`src/rtl/uart_rx_oversample.sv`:
```
// 8N1 UART receiver: 16x oversampling, 3-sample majority vote at mid-bit,
// back-to-back frames, frame-error detection and break handling.
module uart_rx_oversample #(
  parameter int DIV = 27
) (
  input  logic       clk50m,
  input  logic       reset_n,
  input  logic       rxd,
  output logic [7:0] rxdata,
  output logic       dataok,
  output logic       frame_err,
  output logic       busy
);

  localparam int TW = (DIV > 1) ? $clog2(DIV) : 1;

  typedef enum logic [2:0] {IDLE, START, DATA, STOP, BREAK} state_t;

  state_t          state;
  logic            rx_meta, rxs;
  logic [TW-1:0]   tcnt;
  logic            tick;
  logic [3:0]      scnt;
  logic [2:0]      bidx;
  logic [7:0]      shreg;
  logic            s7, s8;
  logic            vote;
  logic            mid, last;

  always_ff @(posedge clk50m or negedge reset_n) begin
    if (!reset_n) begin
      rx_meta <= 1'b1;
      rxs     <= 1'b1;
    end else begin
      rx_meta <= rxd;
      rxs     <= rx_meta;
    end
  end

  assign tick = (tcnt == TW'(DIV - 1));
  // third sample is the live rxs at the count-9 tick
  assign vote = (s7 & s8) | (s7 & rxs) | (s8 & rxs);
  assign mid  = tick && (scnt == 4'd9);
  assign last = tick && (scnt == 4'd15);

  always_ff @(posedge clk50m or negedge reset_n) begin
    if (!reset_n) begin
      state     <= IDLE;
      tcnt      <= '0;
      scnt      <= '0;
      bidx      <= '0;
      shreg     <= '0;
      s7        <= 1'b0;
      s8        <= 1'b0;
      rxdata    <= '0;
      dataok    <= 1'b0;
      frame_err <= 1'b0;
      busy      <= 1'b0;
    end else begin
      dataok    <= 1'b0;
      frame_err <= 1'b0;

      if (state == IDLE || state == BREAK) begin
        tcnt <= '0;
      end else begin
        tcnt <= tick ? '0 : tcnt + TW'(1);
        if (tick) begin
          scnt <= scnt + 4'd1;
          if (scnt == 4'd7) s7 <= rxs;
          if (scnt == 4'd8) s8 <= rxs;
        end
      end

      case (state)
        IDLE: begin
          if (!rxs) begin
            state <= START;
            busy  <= 1'b1;
            scnt  <= '0;
          end
        end
        START: begin
          if (mid && vote) begin
            state <= IDLE;
            busy  <= 1'b0;
          end else if (last) begin
            state <= DATA;
            bidx  <= '0;
          end
        end
        DATA: begin
          if (mid) shreg <= {vote, shreg[7:1]};
          if (last) begin
            if (bidx == 3'd7) state <= STOP;
            else              bidx  <= bidx + 3'd1;
          end
        end
        STOP: begin
          // leave at mid-stop so a following start edge is caught without a gap
          if (mid) begin
            if (vote) begin
              rxdata <= shreg;
              dataok <= 1'b1;
              state  <= IDLE;
              busy   <= 1'b0;
            end else begin
              frame_err <= 1'b1;
              state     <= BREAK;
            end
          end
        end
        BREAK: begin
          if (rxs) begin
            state <= IDLE;
            busy  <= 1'b0;
          end
        end
        default: begin
          state <= IDLE;
          busy  <= 1'b0;
        end
      endcase
    end
  end

endmodule

```
`config.mk`:
```
export PLATFORM = sky130hd
export DESIGN_NAME = uart_rx_oversample
export DESIGN_NICKNAME = d
export VERILOG_FILES = /design/src/rtl/uart_rx_oversample.sv
export SDC_FILE = /design/constraint.sdc
export NUM_CORES = 1
export LEC_CHECK = 0
export ABC_AREA = 1
export CAP_MARGIN = 0
export CORE_ASPECT_RATIO = 0.5
export CORE_UTILIZATION = 60
export DETAILED_ROUTE_END_ITERATION = 16
export GPL_ROUTABILITY_DRIVEN = 0
export PLACE_DENSITY = 0.92
export SLEW_MARGIN = 0
export SYNTH_ARGS = -nofsm -noshare
export SYNTH_HDL_FRONTEND = slang
export SYNTH_SLANG_ARGS = --single-unit
export TNS_END_PERCENT = 10
```
`constraint.sdc`:
```
create_clock -name clk50m -period 2.7 [get_ports clk50m]
set_input_delay 0.54 -clock clk50m [delete_from_list [all_inputs] [get_ports clk50m]]
set_output_delay 0.54 -clock clk50m [all_outputs]
set_load 0.05 [all_outputs]
```
* Word-level counts from Yosys, hierarchy flattened
Index checks and enable logic that the tools add are counted.
** Cells by class
- Reduce and logical (&&, ||, !) cells :: 13
- Bitwise gates (word level) :: 7
- Mux-type cells :: 32
- $add $sub $neg :: 3
- Equal/unequal tests :: 21
** Operators with widths (number)
- two-way mux 3 bit :: 12
- inequality test 2 bit (second input constant) :: 10
- two-way mux 4 bit :: 4
- case mux 3 bit (5 select lines) :: 1
- equality test 4 bit (second input constant) :: 3
- AND reduction 6 bit :: 2
- two-way mux 1 bit :: 11
- two-way mux 5 bit :: 2
- AND reduction 3 bit :: 3
- equality test 3 x 2 -> 1 bit (second input constant) :: 2
- equality test 3 bit (second input constant) :: 2
- case mux 3 bit (2 select lines) :: 1
- adder 5 x 1 -> 5 bit (second input constant) :: 1
- equality test 5 bit (second input constant) :: 1
- case mux 1 bit (5 select lines) :: 1
- AND reduction 5 bit :: 1
- adder 4 x 1 -> 4 bit (second input constant) :: 1
- equality test 4 x 3 -> 1 bit (second input constant) :: 1
- adder 3 x 1 -> 3 bit (second input constant) :: 1
- bitwise AND 1 bit :: 3
- equality test 3 x 1 -> 1 bit (second input constant) :: 1
- logical AND 1 bit :: 3
- zero test 3 bit :: 1
- inequality test 3 bit (second input constant) :: 1
- other kinds (5) :: 7
** Storage, ports and cells
- Input bits :: 3
- Output and inout bits :: 11
- Bits in registers :: 38

* Longest topological paths before layout
- Depth in word-level cells :: 6
- Depth in mapped cells :: 11
- Mapped depth without buffers :: 11

* Worst setup path after synthesis
Ideal clock, no wire load.
- Path kind :: register to register
- From :: reg tcnt[0]
- To :: reg rxdata[7]
- Required time :: 2.580 ns
- Buffers on the path :: 1
- Stages on the path, launching flop included :: 11
- Clock period less this slack :: 1.465 ns
- Setup slack :: 1.235 ns
- Data arrival time :: 1.345 ns
- Cells stage by stage :: dfrtp_1 -> inv_1 -> ha_1 -> nand2_2 -> nor2_8 -> nand2_4 -> inv_2 -> nand3_4 -> buf_6 -> nand2_1 -> o21ai_2
** On the way
- Word-level cells in the longest chain between the ends :: 3
** RTL lines
- start, declared :: line 21 : logic [TW-1:0] tcnt;
- start signal, assigned :: line 66 : tcnt <= tick ? '0 : tcnt + TW'(1);
- equality test 5 bit :: line 40 : assign tick = (tcnt == TW'(DIV - 1));
- logical AND 1 bit :: line 43 : assign mid = tick && (scnt == 4'd9);
- AND reduction 3 bit (no source line)
- end signal, assigned :: line 102 : rxdata <= shreg;
- end, declared :: line 9 : output logic [7:0] rxdata,
Every way passes these cells.
A chain may end at the register's enable or synchronous reset.

* Final worst setup path
- From :: reg rxdata[7]
- To :: out rxdata[7]
No word-level cell between the ends.

==> impl_results.md <==
- Worst R2R Path Depth: 9
- Required @ worst endpoint: 2160 ps
- Synth Area in XOR/XNOR: 1.44%
- Layout cells sized above 1: 14.8%
- Worst-path clk slew: 70 ps
- Maximum level of the CTS H-tree: 2
- Gr ovfl total: 0
- Final Hold Viols: 0
- VDD IR-drop max: 0.348 mV
- Number of global-route vias before repair: 1308
- Crit path max-delay family: buffers and inverters
- Complex-gate fraction of the synthesized area: 9.45%
- Max Freq: 502 MHz
- Yosys warnings: 0
- Startpoint types: flop
- Post-synthesis sequential area ratio: 52.2%
- Final setup vio count: 0
- Synth top area share: 49.3%
- Root Buffer: clkbuf_8
- Cts repair resizes: 0
- CTS Buffer Depth: 2
- #FFs+latches synth: 38
- Crit path largest cell delay: 810 ps
- Area leader, netlist: dfrtp_1
- Yosys cell types: 27
- Simple-gate portion of the synthesized area: 24.7%
- Routed Antenna Nets: 0
- Final #Nets: 233
- PortBufs: 13
- Initial antenna violation count: 0
- Hold_ws: 334 ps
- Unrepaired setup endpoints after global routing: no
- Crit. End Element: output port
- WP data arrival: 1450 ps
- Avg WL per Cell: 13.7 um
- N_diodes: 0
- Multiplexer area fraction after synthesis: 0%
- Pwr Density: 516 mW/mm^2
- Largest net degree at the start of global routing: 39
- Tmin final: 1990 ps
- Final worst-path cycle share: 73.8%
- Avg Inst Size Synth: 8.91 sq um
- Reg2reg setup slack: 1020 ps
- Post-route insts no fill: 260
- Leakage power: 1.02 nW
- Vias per Instance: 5.37
- Post-synthesis to final-layout area growth: 14.5%
- Core ar.: 0.00273 sq mm
- Status: complete, no violations
- Synth Area in Adders: 4.79%
- First-pass GRT wire length: 5930 um
- Crit path buf inv count: 1
- Die width: 80.0 um
- Starting Density: 66.8%
- Ordered cell list for the critical path: clkdlybuf4s50_1
- Synth top area cells: dfrtp_1 (49%), nand2_1 (10%), inv_1 (5.8%), ha_1 (4.8%), nand3_1 (3.8%)
- Most frequent cells in the layout: nand2_1 (50), dfrtp_1 (36), inv_1 (28)
- DR vias: 1397
- HPWL after DPL: 2310 um
- Die area: 0.00328 sq mm
- # rows: 13
- IO Pins: 14
- CTS Hold Buffers Added: 0
- Initial DRC count: 82
- CTS Buf Count: 5
- TritonCTS clock tree: built
- Max-cap check violation count: 0
- Detailed-route DRC error count: 0
- Overall routing resource usage: 26.4%
- RR Startpoint: tcnt[0]
- HP Class: input port to async pin
- CP max stage cell: clkdlybuf4s50_1
- Syn Inst Count: 205
- Post-CTS Setup Bufs: 0
- FF-to-FF End: s7
- Syn_nets: 215
- Worst-Skew Late Latency: 290 ps
- Syn Std Cell Area: 0.00183 sq mm
- Most common cell after layout, fill and taps aside: nand2_1
- Slew Viols, Final: 0
- Critical path class: flop to output port
- Setup TNS Final: 0 ps
- Max-Slew Margin vs Limit: 46.0%
- Placed cell count: 253
- Actual slew at the worst max-slew pin: 810 ps
- Die height: 41.0 um
- DR pass1 iterations: 5
- Drt total wl: 3570 um
- Final setup skew: 2.46 ps
- Main combinational cell family by area after synthesis: simple AND/OR/NAND/NOR gates
- Num Clock Sinks: 38
- Max FO, Critical Path: 2
[synth_stat cells]
library cell  number
and2_1             1
buf_6              1
a211oi_1           1
o21ai_2            8
or2_2              1
nand2_2            5
nand2_1           50
nand3_1           14
inv_2              3
nor2_4             1
ha_1               7
buf_4              1
nor2_1            15
o21ai_1            4
nor3_1             3
dfstp_2            2
inv_1             28
o21ai_0           14
nor2_2             2
nand4_1            1
xnor2_1            1
xor2_1             2
a21oi_1            1
nor2_8             1
nand3_4            1
nand2_4            1
dfrtp_1           36
[layer usage]
metal  routed length, um  global-route usage [%]
met5                   0                       0
met4                  93                    12.5
met3                 199                    9.78
met2                1700                    46.4
met1                1580                    30.4
[how the worst max path moves through the flow]
stage               cells past startpoint      start  slack, ps         to
floorplan                              10    tcnt[0]       1240  rxdata[7]
global placement                        1       busy       1040       busy
detailed placement                      1  rxdata[2]       1030  rxdata[2]
CTS                                     1  rxdata[7]        700  rxdata[7]
global route                            1       busy        650       busy
finish                                  1  rxdata[7]        710  rxdata[7]
[registers in the layout, summed over array words and instances (netlist names)]
| signal | flops |
|---|---|
| rx_meta | 1 |
| rxdata | 8 |
| shreg | 8 |
| bidx | 3 |
| frame_err | 1 |
| rxs | 1 |
| s7 | 1 |
| tcnt | 5 |
| state | 3 |
| s8 | 1 |
| busy | 1 |
| scnt | 4 |
| dataok | 1 |
[kinds of logic (layout without fill, tap and decap cells)]
family | count (synthesis) | in the layout
simple gates | 96 | 96
flops | 38 | 38
buf+inv | 33 | 51
compound gates | 28 | 28
fa+ha+maj | 7 | 7
xor+xnor | 3 | 3
[cell type report]
type                    instances  area [sq um]
inverters                      31           116
multi-input cells             134           738
clock inverters                 1          30.0
repair buffers                 13           125
fillers                       166           641
clock buffers                   6          82.6
well taps                      37          46.3
flip-flops and latches         38           953
[power breakdown]
part / internal (W) / switching, W / leakage (nW)
registers: 0.000572 / 0.00000121 / 0.494
clock network: 0.000295 / 0.000197 / 0.0573
logic: 0.00000206 / 0.0000118 / 0.468
[metrics by stage]
stage / cell area [sq um] / power (W) / worst slack [ps] / utilization (%)
floorplan: 1830 / 0.000585 / 1240 / -
global placement: 1980 / 0.000598 / 1040 / 72.4
detailed placement: 1980 / 0.000598 / 1030 / 72.4
CTS: 2090 / 0.00108 / 699 / 76.6
global route: 2090 / 0.00112 / 649 / 76.6
finish: 2090 / 0.00108 / 707 / 76.6
Power figures use the tool's default switching activity.
